$ cat src/rtl/link_word_assembler_pkg.sv
`default_nettype none
// ============================================================================
// Module      : link_word_assembler_pkg
// Description : Shared router constants and the framing FSM state type.
// Revision    : 1.0 - initial release
// ============================================================================
package link_word_assembler_pkg;

    localparam int NIB_W         = 4;
    localparam int WORD_W        = 28;
    localparam int NIBS          = WORD_W / NIB_W;
    localparam int ERR_CNT_W_DEF = 8;

    typedef enum logic [0:0] {
        IDLE = 1'b0,
        ASM  = 1'b1
    } state_t;

endpackage
`default_nettype wire

$ cat src/rtl/link_word_assembler_sat_counter.sv
`default_nettype none
// ============================================================================
// Module      : sat_counter
// Description : Up-counter that sticks at all-ones; clear beats increment.
// Revision    : 1.0 - initial release
// ============================================================================
module sat_counter #(
    parameter int WIDTH = 8
) (
    input  logic             clk,
    input  logic             rst,
    input  logic             i_inc,
    input  logic             i_clr,
    output logic [WIDTH-1:0] o_count
);

    localparam logic [WIDTH-1:0] c_MAX = '1;

    logic [WIDTH-1:0] r_count;

    always_ff @(posedge clk) begin
        if (rst || i_clr) begin
            r_count <= '0;
        end else if (i_inc && (r_count != c_MAX)) begin
            r_count <= r_count + WIDTH'(1);
        end
    end

    assign o_count = r_count;

endmodule
`default_nettype wire

$ cat src/rtl/link_word_assembler.sv
`default_nettype none
// ============================================================================
// Module      : link_word_assembler
// Description : Packs link nibbles into encoded words, flags framing faults.
// Revision    : 1.0 - initial release
// ============================================================================
module link_word_assembler
    import link_word_assembler_pkg::*;
#(
    parameter int TIMEOUT   = 16,
    parameter int ERR_CNT_W = ERR_CNT_W_DEF
) (
    input  logic                 clk,
    input  logic                 rst,
    input  logic                 link_vld,
    input  logic                 link_sof,
    input  logic [NIB_W-1:0]     link_data,
    output logic                 link_rdy,
    output logic                 word_vld,
    output logic [WORD_W-1:0]    word,
    input  logic                 word_rdy,
    output logic                 frame_err,
    output logic [ERR_CNT_W-1:0] err_cnt,
    input  logic                 err_clr
);

    localparam int c_CNT_W    = $clog2(NIBS + 1);
    localparam int c_IDLE_W   = (TIMEOUT > 1) ? $clog2(TIMEOUT) : 1;
    localparam int c_SHIFT_W  = WORD_W - NIB_W;
    localparam logic [c_CNT_W-1:0]  c_LAST     = c_CNT_W'(NIBS - 1);
    localparam logic [c_IDLE_W-1:0] c_IDLE_MAX = c_IDLE_W'(TIMEOUT - 1);

    state_t                r_state;
    state_t                w_state_nxt;
    logic [c_CNT_W-1:0]    r_nib_cnt;
    logic [c_SHIFT_W-1:0]  r_shift;
    logic [c_IDLE_W-1:0]   r_idle_cnt;
    logic                  r_word_vld;
    logic [WORD_W-1:0]     r_word;
    logic                  r_frame_err;

    logic w_link_rdy;
    logic w_accept;
    logic w_fault;
    logic w_start;
    logic w_shift;
    logic w_complete;
    logic w_idle_inc;

    // Only the completing nibble waits for the output register to drain.
    assign w_link_rdy = !((r_state == ASM) && (r_nib_cnt == c_LAST) && r_word_vld && !word_rdy);
    assign w_accept   = link_vld && w_link_rdy;

    always_ff @(posedge clk) begin
        if (rst) begin
            r_state <= IDLE;
        end else begin
            r_state <= w_state_nxt;
        end
    end

    always_comb begin
        w_state_nxt = r_state;
        w_fault     = 1'b0;
        w_start     = 1'b0;
        w_shift     = 1'b0;
        w_complete  = 1'b0;
        w_idle_inc  = 1'b0;
        case (r_state)
            IDLE: begin
                if (w_accept) begin
                    if (link_sof) begin
                        w_start     = 1'b1;
                        w_state_nxt = ASM;
                    end else begin
                        w_fault = 1'b1;
                    end
                end
            end
            ASM: begin
                if (w_accept) begin
                    if (link_sof) begin
                        w_fault = 1'b1;
                        w_start = 1'b1;
                    end else if (r_nib_cnt == c_LAST) begin
                        w_complete  = 1'b1;
                        w_state_nxt = IDLE;
                    end else begin
                        w_shift = 1'b1;
                    end
                end else if (w_link_rdy) begin
                    // Stalled cycles fall outside this branch and never age the frame.
                    if (r_idle_cnt == c_IDLE_MAX) begin
                        w_fault     = 1'b1;
                        w_state_nxt = IDLE;
                    end else begin
                        w_idle_inc = 1'b1;
                    end
                end
            end
            default: w_state_nxt = IDLE;
        endcase
    end

    always_ff @(posedge clk) begin
        if (rst) begin
            r_nib_cnt   <= '0;
            r_shift     <= '0;
            r_idle_cnt  <= '0;
            r_word_vld  <= 1'b0;
            r_word      <= '0;
            r_frame_err <= 1'b0;
        end else begin
            // The shifter holds the first NIBS-1 nibbles right-aligned.
            if (w_start) begin
                r_shift   <= {{(c_SHIFT_W-NIB_W){1'b0}}, link_data};
                r_nib_cnt <= c_CNT_W'(1);
            end else if (w_shift) begin
                r_shift   <= {r_shift[c_SHIFT_W-NIB_W-1:0], link_data};
                r_nib_cnt <= r_nib_cnt + c_CNT_W'(1);
            end else if (w_complete || w_fault) begin
                r_nib_cnt <= '0;
            end

            if (w_idle_inc) begin
                r_idle_cnt <= r_idle_cnt + c_IDLE_W'(1);
            end else if (w_link_rdy) begin
                r_idle_cnt <= '0;
            end

            if (w_complete) begin
                r_word     <= {r_shift, link_data};
                r_word_vld <= 1'b1;
            end else if (word_rdy) begin
                r_word_vld <= 1'b0;
            end

            r_frame_err <= w_fault;
        end
    end

    sat_counter #(
        .WIDTH (ERR_CNT_W)
    ) u_err_cnt (
        .clk     (clk),
        .rst     (rst),
        .i_inc   (w_fault),
        .i_clr   (err_clr),
        .o_count (err_cnt)
    );

    assign link_rdy  = w_link_rdy;
    assign word_vld  = r_word_vld;
    assign word      = r_word;
    assign frame_err = r_frame_err;

endmodule
`default_nettype wire

$ cat config.mk
export PLATFORM = sky130hd
export DESIGN_NAME = link_word_assembler
export DESIGN_NICKNAME = d
export VERILOG_FILES = /design/src/rtl/link_word_assembler_pkg.sv /design/src/rtl/link_word_assembler_sat_counter.sv /design/src/rtl/link_word_assembler.sv
export SDC_FILE = /design/constraint.sdc
export NUM_CORES = 1
export LEC_CHECK = 0
export ABC_AREA = 0
export BUFFER_PORTS_ARGS = -buffer_cell sky130_fd_sc_hd__buf_4
export CORE_MARGIN = 2
export CORE_UTILIZATION = 56
export DETAILED_ROUTE_END_ITERATION = 6
export PLACE_DENSITY_LB_ADDON = 0.08
export SLEW_MARGIN = 20
export SYNTH_ARGS = -nofsm -noshare
export SYNTH_HDL_FRONTEND = slang
export SYNTH_HIERARCHICAL = 1
export SYNTH_SLANG_ARGS = --single-unit
export TNS_END_PERCENT = 5
$ cat constraint.sdc
create_clock -name clk -period 2.43 [get_ports clk]
set_clock_uncertainty 0.15 [all_clocks]
set_input_delay 0.486 -clock clk [delete_from_list [all_inputs] [get_ports clk]]
set_output_delay 0.486 -clock clk [all_outputs]
set_load 0.02 [all_outputs]
Word level (Yosys, flattened, before mapping)
Cells that the tools add are included.

storage, ports and cells
  output and inout port bits = 39
  bits in writable memories = 0
  memory bits (read-only) = 0
  bits in latches = 0
  bits in registers = 70
  memories = 0

operators by class
  bitwise logic cells = 1
  reductions and logical operators = 14
  add/subtract/negate cells = 3
  $lt $le $gt $ge = 0
  equal/unequal tests = 4
  multiplexer cells = 33
  shift-type cells = 0
  div/mod/pow operators = 0
  $mul = 0

operators by type and width
  cell                   number
  $mux W1                25
  $mux W4                4
  $add A8 B1 Y8 const B  1
  $ne A8 B8 Y1 const B   1
  $mux W3                2
  $reduce_bool A2 Y1     3
  $logic_and A1 B1 Y1    5
  $add A4 B1 Y4 const B  1
  $eq A4 B4 Y1 const B   1
  $pmux W1 S2            2
  $add A3 B1 Y3 const B  1
  $eq A3 B3 Y1 const B   1
  $reduce_bool A3 Y1     1
  $logic_not A1 Y1       2
  $logic_or A1 B1 Y1     2
  $ne A2 B2 Y1 const B   1
  $reduce_or A2 Y1       1
  $not A1 Y1             1

Logic depth before layout (Yosys ltp)
Gate-level depths: netlist (run 1).

  depth after elaboration = 12
  depth in mapped cells = 8
  gate-level depth less buffers = 8

Modules after synthesis
Netlist (run 1), hierarchy kept.

by module, submodules not included
  module               area an instance (µm²)  times used  seq. area each (µm²)  cells each
  link_word_assembler  2841.5                  1           1241.2                311
  sat_counter          421.7                   1           160.2                 48

Worst setup path before layout (run 1)
OpenSTA, ideal clock, no wires.

  kind = register to register
  start = register r_idle_cnt[0]
  end = register u_err_cnt.r_count[6], in the netlist u_err_cnt/o_count[6]
  arrival time = 1.928 ns
  buffers on the path = 0
  cell stages (with the launch flop) = 8
  path slack = 0.237 ns
  path through = dfxtp_1 > ha_1 > nand3_1 > o211a_1 > nor3_1 > nand3_1 > or4_1 > and3_1

on the way
  longest elaborated chain between the ends = 6

ends and longest elaborated chain
  what                      line                                   source
  start: declaration        link_word_assembler.sv:37              logic [c_IDLE_W-1:0] r_idle_cnt;
  start signal: assignment  link_word_assembler.sv:126             r_idle_cnt <= r_idle_cnt + c_IDLE_W'(1);
  $eq A4 B4 Y1              link_word_assembler.sv:93              if (r_idle_cnt == c_IDLE_MAX) begin
  $mux W1                   link_word_assembler.sv:93
  $mux W1                   link_word_assembler.sv:91              end else if (w_link_rdy) begin
  $mux W1                   link_word_assembler.sv:81              if (w_accept) begin
  $pmux W1 S2               link_word_assembler.sv:69              case (r_state)
  via w_fault               link_word_assembler.sv:44              logic w_fault;
  $logic_and A1 B1 Y1       link_word_assembler_sat_counter.sv:24  end else if (i_inc && (r_count != c_MAX)) begin
  end signal: assignment    link_word_assembler_sat_counter.sv:25  r_count <= r_count + WIDTH'(1);
  end: declaration          link_word_assembler_sat_counter.sv:19  logic [WIDTH-1:0] r_count;

The timed path passes the listed nets, and every way through them passes these cells.
A chain may end at the register's enable or synchronous reset.

Worst setup path after layout (run 1)
  start = register r_nib_cnt[0]
  end = output port link_rdy

on the way
  longest elaborated chain between the ends = 5

ends and longest elaborated chain
  what                               line                        source
  start: declaration                 link_word_assembler.sv:35   logic [c_CNT_W-1:0] r_nib_cnt;
  start signal: assignment           link_word_assembler.sv:117  r_nib_cnt <= c_CNT_W'(1);
  start signal: assignment           link_word_assembler.sv:120  r_nib_cnt <= r_nib_cnt + c_CNT_W'(1);
  $eq A3 B3 Y1                       link_word_assembler.sv:51   assign w_link_rdy = !((r_state == ASM) && (r_nib_cnt == c_LAST) && r_word_vld && !word_rdy);
  $logic_and A1 B1 Y1 (3 in series)  link_word_assembler.sv:51
  $logic_not A1 Y1                   link_word_assembler.sv:51
  end: declaration                   link_word_assembler.sv:18   output logic link_rdy,

Every way passes these cells.

==> results.toml, run 1 <==
[status]
status = "completed"

[yosys]
synthCells = 359
synth_seq_cells = 70
synth_top_area_share_pct = 42.9
synth_area_per_cell_um2 = 9.09
synth_edf_count = 0
yosysUniqueCellTypes = 52
async_flop_share_pct = 0
synth_area_leader_cell = "dfxtp_1"
synth_area_leaders = "dfxtp_1 (43%), a311oi_1 (5.6%), a31o_1 (5.4%)"
synth_area_mm2 = 0.00326
ys_warn_count = 6
syn-num-nets = 373
synthFlopType = "dfxtp_1"
seq_area_frac_synth_pct = 42.9

[drt]
wire_per_inst_um = 15.2
via_per_inst = 5.90
firstDrtPassIters = 4
drc = 0
wl_um = 7180
drtIter0Drc = 166
antenna_left = 0
vias = 2790

[finish]
fin_util_pct = 68.2
num-nets-final = 410
syn_to_final_growth_pct = 16.5
layout-drive-gt1-share_pct = 21.7
instances_no_fill = 473
diodes = 0

[power]
p_leak_nw = 1.45
total_power_mw = 2.24
powerDensity_mw_per_mm2 = 588
ir_drop_mv = 0.359

[sta]
maxSlewHeadroom_pct = 57.0
holdWs_ns = 0.214
hold_viol = 0
max_freq_mhz = 437
fin_tns_setup_ns = 0
setup_viol = 0
rsz0062_at_grt = "no"
tightestPinTransition_ns = 0.645
period_needed_ns = 2.29
post-route-period-util_pct = 94.1
drv_slew = 0

[critical_path]
path_class = "flip-flop to output pin"
worst_ep_required_time_ns = 1.79
end_kind = "output pin"
crit_path_max_incr_delay_ns = 0.33
crit_path_max_fanout = 8
reg2reg_slack_ns = 0.19
cp_data_arrival_time_ns = 1.65
crit_path_start_kind = "flip-flop"
critPathSlowestCell = "dfxtp_1"
path_cells = "inv_1 -> ha_4 -> nand2_1 -> nor2_1 -> buf_4 -> inv_1 -> buf_4"

[grt]
grt-ovfl-total = 0
track_usage_pct = 23.8
grt_pass1_wl_um = 12000
grt_max_degree = 40
antenna_found_initial = 0
grt_pass1_vias = 2551

[place]
gp_congestion = 0.913
portBuffers = 48
place_hpwl_um = 4790
dp_cells = 457

[die]
start_util_pct = 58.5
fp.coreArea_mm2 = 0.00557
row_count = 27
die_w_um = 80.3
die_y_um = 80.3
die_area_mm2 = 0.00645
io_pins = 49

[clock_tree]
cts_setup_buffers = 0
cts.sinks = 70
hold_buffers = 0
clockBufferDepth = 2
cts_buffers = 9
htreeDepth = 3
insertion_delay_ns = 0.34
cts_tree = "yes"
clk_pin_slew_worst_paths_ns = 0.07
root_buffer = "clkbuf_8"

[hold_path]
hold_class = "input pin to flip-flop"

[flow_run]
maxCapViolations = 0
[power by group]
part           switching [mW]  leakage, nW  internal (mW)
Combinational          0.0747        0.782         0.0437
Sequential            0.00888        0.565           1.16
Clock                   0.445        0.103          0.509
[worst paths after layout]
check	startpoint	endpoint	cells after the start
max	r_nib_cnt[0]	link_rdy	7
min	err_clr	u_err_cnt/o_count[2]	2
max reg2reg	r_idle_cnt[0]	u_err_cnt/o_count[3]	7
min reg2reg	word[3]	word[3]	2
[registers in the layout (all words and copies together), names as in the netlist]
name / cells
word_vld: 1
word: 28
r_idle_cnt: 4
u_err_cnt/o_count: 8
r_nib_cnt: 3
r_state: 1
r_shift: 24
frame_err: 1
[area by class of cell]
| type | count | area [um2] |
|---|---|---|
| Inverter | 26 | 97.6 |
| Clock inverter | 6 | 68.8 |
| Fill cell | 483 | 1770 |
| Sequential cell | 70 | 1400 |
| Clock buffer | 10 | 138 |
| Tap cell | 72 | 90.1 |
| Multi-Input combinational cell | 231 | 1570 |
| Timing Repair Buffer | 58 | 435 |
[worst max-delay path, delay by kind of cell, from the launching register on]
kind / cells / cell delay [ns]
buffers and inverters: 4 / 0.52
DFF: 1 / 0.33
and+or+nand+nor: 2 / 0.28
adders and majority gates: 1 / 0.19
[metal layers]
| layer | share of wire [%] | up-vias | wire [um] | track usage (%) |
|---|---|---|---|---|
| li1 | - | 1395 | - | - |
| met5 | 0 | - | 0 | 0 |
| met3 | 5.7 | 4 | 406 | 5.73 |
| met2 | 49 | 68 | 3500 | 38.8 |
| met1 | 45 | 1323 | 3220 | 30.9 |
| met4 | 0.74 | 0 | 53 | 7.97 |
[through the flow]
stage	worst slack (ns)	cell area (um2)
finish	0.143	3800
global route	0.0288	3800
CTS	0.0418	3780
detailed placement	0.0704	3580
global placement	0.186	3580
floorplan	0.237	3260
[cell families after synthesis]
kind of cell | share of synthesized area [%]
buf+inv | 9.43
flops | 42.9
compound gates | 24.5
simple gates | 16.6
mux | 4.91
fa+ha+maj | 1.53
[cells in the mapped netlist (2+ instances only)]
master,instances
dfxtp_1,70
a21oi_1,32
nand2_1,29
nand3_1,27
inv_1,26
o21ai_0,24
a311oi_1,21
a31o_1,20
mux2i_1,16
clkbuf_1,10
buf_2,7
nand4_1,7
buf_6,6
and3b_1,4
buf_4,4
ha_1,4
and3_1,3
nor2_1,3
a211oi_1,2
a21boi_0,2
and2_1,2
buf_1,2
clkbuf_8,2
nand2b_1,2
nand3b_1,2
nand4b_1,2
nor2b_1,2
nor4_1,2
o41ai_1,2
or3_1,2
[cell usage in the layout, fill, tap and decap left out, types with 2 or more instances in the layout]
cell type,synthesis,routed
mux2i_1,16,16
inv_1,26,26
or3_1,2,2
o41ai_1,2,2
nand2b_1,2,2
nand4_1,7,7
and3b_1,4,4
a21oi_1,32,32
buf_4,4,58
nand2_1,29,29
nor2_1,3,3
nand3b_1,2,2
o21ai_0,24,24
ha_1,4,3
a31o_1,20,20
and2_1,2,2
nand4b_1,2,2
clkbuf_8,2,10
a311oi_1,21,21
dfxtp_1,70,70
nor4_1,2,2
and3_1,3,3
inv_6,0,2
nor2b_1,2,2
nand3_1,27,27
a211oi_1,2,2
[what timing repair did]
action,4_1_cts,5_1_grt
setup endpoints to repair,0,3
hold endpoints to repair,0,0
gates resized for setup,0,4
No activity file was read; power rests on OpenSTA's default activity.
==> run 2, diff against run 1 <==
REMOVE_ABC_BUFFERS = 1   (was default)
==> results.toml, run 2 (synthesized netlist as in run 1, its figures left out) <==
[place]
dpl_cell_area_mm2 = 0.00361
gp_congestion = 0.875
place_hpwl_um = 4540
pre_cts_slack_ns = 0.142
portBuffers = 48

[drt]
antenna_left = 0
wl_um = 7050
vias = 2788
wire_per_inst_um = 14.8
drc = 0
via_per_inst = 5.84
drtIter0Drc = 145
firstDrtPassIters = 5

[sta]
layout_setup_ws_ns = 0.144
maxSlewHeadroom_pct = 67.5
max_freq_mhz = 437
period_needed_ns = 2.29
drv_slew = 0
fin_tns_setup_ns = 0
holdWs_ns = 0.195
post-route-period-util_pct = 94.1
tightestPinTransition_ns = 0.486
setup_viol = 0
hold_viol = 0
rsz0062_at_grt = "no"

[clock_tree]
cts_buffers = 9
cts_tree = "yes"
clockBufferDepth = 2
hold_buffers = 0
root_buffer = "clkbuf_8"
cts_resized = 0
htreeDepth = 3
cts_setup_buffers = 0
cts.sinks = 70
insertion_delay_ns = 0.34
clk_pin_slew_worst_paths_ns = 0.07

[critical_path]
crit_path_max_fanout = 5
rr_startpoint = "r_idle_cnt[0]"
cp_data_arrival_time_ns = 2.38
end_kind = "flip-flop"
crit_path_start_kind = "flip-flop"
rr_endpoint = "u_err_cnt/o_count[6]"
rr_worst_depth = 8
reg2reg_slack_ns = 0.14
worst_ep_required_time_ns = 2.52
path_class = "flip-flop to flip-flop"

[finish]
syn_to_final_growth_pct = 15.8
final_common_cell = "dfxtp_1"
mostFrequentLayoutCells = "dfxtp_1 (70), buf_4 (62), a21oi_1 (32)"
diodes = 0
layout-drive-gt1-share_pct = 21.5
postLayoutCellArea_mm2 = 0.00378
largest_register_ffs = 28
num-nets-final = 414

[die]
die_w_um = 80.3
die_area_mm2 = 0.00645
die_y_um = 80.3
fp.coreArea_mm2 = 0.00557
start_util_pct = 58.5
io_pins = 49
row_count = 27

[power]
p_leak_nw = 1.44
ir_drop_mv = 0.451
powerDensity_mw_per_mm2 = 558
total_power_mw = 2.11

[grt]
grt_pass1_wl_um = 11800
grt_pass1_vias = 2574
antenna_found_initial = 0
track_usage_pct = 23.3
grt_max_degree = 39
grt-ovfl-total = 0

[hold_path]
whs_path_depth = 2
hold_class = "input pin to flip-flop"
min-delay-start = "err_clr"
hold_end = "u_err_cnt/o_count[2]"

[status]
status = "completed"

[flow_run]
maxCapViolations = 0
-- run 2: where the power goes --
part | switching [mW] | internal (mW)
clock network | 0.428 | 0.398
registers | 0.00840 | 1.16
logic | 0.0738 | 0.0455
-- run 2: stage by stage --
stage          utilization [%]  cells
3_5_place_dp              64.7    461
5_1_grt                   67.8    477
2_1_floorplan                -    327
4_1_cts                   67.8    477
3_3_place_gp              64.7    461
6_report                  67.8    477
-- run 2: how the worst max path moves through the flow --
stage / from / end / slack, ns / depth (start not counted)
6_report: r_idle_cnt[0] / u_err_cnt/o_count[6] / 0.14 / 8
5_1_grt: r_idle_cnt[0] / u_err_cnt/o_count[3] / 0.006 / 8
4_1_cts: r_idle_cnt[0] / u_err_cnt/o_count[3] / 0.14 / 8
3_5_place_dp: r_idle_cnt[0] / u_err_cnt/o_count[3] / 0.14 / 8
3_3_place_gp: r_idle_cnt[0] / u_err_cnt/o_count[6] / 0.19 / 8
2_1_floorplan: r_nib_cnt[0] / u_err_cnt/o_count[6] / -0.11 / 8
-- run 2: worst max-delay path: stages, from the launching register on --
cell and delay [ns]:
dfxtp_1 0.38, ha_2 0.24, nand3_1 0.15, o211a_1 0.25, nor3_1 0.17, buf_4 0.15
nand3_1 0.09, or4_1 0.41, and3_1 0.19
-- run 2: area by class of cell --
class	count	area, um2
timing repair buffer	62	465
fill	487	1790
multi-input combinational	231	1560
tap	72	90.1
sequential	70	1400
clock buffer	13	149
clock inverter	3	20.0
inverter	26	97.6
-- run 2: per-layer routing --
| layer | vias up | GRT usage [%] | wire length, um |
|---|---|---|---|
| met5 | - | 0 | 0 |
| met4 | 0 | 9.15 | 105 |
| met3 | 10 | 5.62 | 417 |
| met2 | 88 | 35.8 | 3120 |
| met1 | 1289 | 31.6 | 3400 |
| li1 | 1401 | - | - |
==> run 3, diff against run 2 <==
--- a/config.mk
+++ b/config.mk
@@ -7,9 +7,10 @@
 export LEC_CHECK = 0
 export ABC_AREA = 0
-export BUFFER_PORTS_ARGS = -buffer_cell sky130_fd_sc_hd__buf_4
+export BUFFER_PORTS_ARGS = -buffer_cell sky130_fd_sc_hd__buf_2
 export CORE_MARGIN = 2
 export CORE_UTILIZATION = 56
 export DETAILED_ROUTE_END_ITERATION = 6
 export PLACE_DENSITY_LB_ADDON = 0.08
+export RECOVER_POWER = 50
 export REMOVE_ABC_BUFFERS = 1
 export SLEW_MARGIN = 20
--- a/constraint.sdc
+++ b/constraint.sdc
@@ -3,3 +3,3 @@
 set_input_delay 0.486 -clock clk [delete_from_list [all_inputs] [get_ports clk]]
 set_output_delay 0.486 -clock clk [all_outputs]
-set_load 0.02 [all_outputs]
+set_load 0.05 [all_outputs]
==> results.toml, run 3 (synthesized netlist as in run 1, its figures left out) <==
[critical_path]
crit_path_max_incr_delay_ns = 0.40
crit_path_frequent_cell = "nand3_1"
rr_startpoint = "r_idle_cnt[0]"
startpoint = "r_idle_cnt[0]"
cpLargestDelayFamily = "simple AND/OR/NAND/NOR gates"
path_class = "flip-flop to flip-flop"
cp_data_arrival_time_ns = 2.40
critPathSlowestCell = "or4_1"
worst_ep_required_time_ns = 2.52
path_cells = "ha_2 -> nand3_1 -> o211a_1 -> nor3_2 -> buf_4 -> nand3_1 -> or4_1 -> and3_1"
end_kind = "flip-flop"
crit_path_max_fanout = 5
crit_path_start_kind = "flip-flop"
critPathBufInv = 1

[clock_tree]
hold_buffers = 0
cts_setup_buffers = 0
clockBufferDepth = 2
insertion_delay_ns = 0.34
cts_resized = 0
htreeDepth = 3
cts_tree = "yes"
root_buffer = "clkbuf_8"
cts_buffers = 9
clk_pin_slew_worst_paths_ns = 0.08
cts.sinks = 70

[die]
fp.coreArea_mm2 = 0.00557
die_w_um = 80.3
die_area_mm2 = 0.00645
start_util_pct = 58.5
io_pins = 49
die_y_um = 80.3
row_count = 27

[sta]
rsz0062_at_grt = "no"
layout_setup_ws_ns = 0.124
period_needed_ns = 2.31
maxSlewHeadroom_pct = 33.2
drv_slew = 0
post-route-period-util_pct = 94.9
fin_tns_setup_ns = 0
setup_viol = 0
tightestPinTransition_ns = 1.00
hold_viol = 0
max_freq_mhz = 434

[power]
clock_power_share_pct = 44.7
p_sw_mw = 0.545
pwr-share-comb_pct = 5.2
powerDensity_mw_per_mm2 = 636
pwr-share-seq_pct = 50.2
intPower_mw = 1.78
ir_drop_mv = 0.369
swShare_pct = 23.5
p_leak_nw = 1.30
total_power_mw = 2.32

[drt]
drtIter0Drc = 224
wl_um = 7150
drc = 0
vias = 2817
antenna_left = 0
firstDrtPassIters = 5
via_per_inst = 5.91
wire_per_inst_um = 15.0

[finish]
fin_util_pct = 65.5
num-nets-final = 414
postLayoutCellArea_mm2 = 0.00365
final_common_cell = "dfxtp_1"
largest_register_ffs = 28
layout-drive-gt1-share_pct = 12.6
mostFrequentLayoutCells = "dfxtp_1 (70), clkbuf_1 (40), a21oi_1 (32)"
syn_to_final_growth_pct = 11.9
diodes = 0

[place]
place_hpwl_um = 4580
pre_cts_slack_ns = 0.0679
dpl_cell_area_mm2 = 0.00350
portBuffers = 48
gp_congestion = 0.900

[grt]
grt_pass1_vias = 2549
grt-ovfl-total = 0
grt_pass1_wl_um = 12000
grt_max_degree = 40
track_usage_pct = 23.6
antenna_found_initial = 0

[status]
status = "completed"

[hold_path]
min-delay-start = "err_clr"
hold_class = "input pin to flip-flop"

[flow_run]
maxCapViolations = 0
run 3: changes by cell type in the layout (fill, tap and decap cells not counted), moves of 2 or more:
| cell | previous run | this run |
|---|---|---|
| buf_4 | 62 | 11 |
| clkinv_4 | 0 | 2 |
| clkinvlp_4 | 2 | 0 |
| bufinv_16 | 0 | 2 |
| clkbuf_1 | 3 | 40 |
| buf_2 | 0 | 10 |
run 3: power by group through the flow:
stage	Combinational, mW	Sequential, mW	Clock [mW]
floorplan	0.0618	1.20	0
global placement	0.121	1.19	0
detailed placement	0.122	1.19	0
CTS	0.123	1.16	1.06
global route	0.132	1.17	1.11
finish	0.120	1.17	1.04
run 3: per-layer routing:
layer / vias up / routed length (um) / GRT usage (%)
met4: 0 / 75 / 10.7
met3: 8 / 438 / 4.61
met1: 1311 / 3340 / 31.7
li1: 1409 / - / -
met5: - / 0 / 0
met2: 89 / 3300 / 36.6
run 3: path summary, 6_finish.rpt:
path,slack [ns],depth (start not counted),endpoint
worst max-delay path,0.12,8,u_err_cnt/o_count[6]
worst min-delay path,0.22,2,u_err_cnt/o_count[2]
worst max register to register,0.12,8,u_err_cnt/o_count[6]
worst min register to register,0.31,2,word[5]
run 3: cell type report:
class                   instances  area [um2]
fillers                       512        1920
flip-flops and latches         70        1400
clock buffers                   9         124
repair buffers                 62         303
multi-input cells             231        1540
inverters                      26        97.6
well taps                      72        90.1
clock inverters                 7        96.3
run 3: metrics by stage:
step | instances | hold slack (ns)
finish | 477 | 0.216
global route | 477 | 0.240
CTS | 477 | 0.211
detailed placement | 461 | 0.299
global placement | 461 | 0.296
floorplan | 327 | 0.293
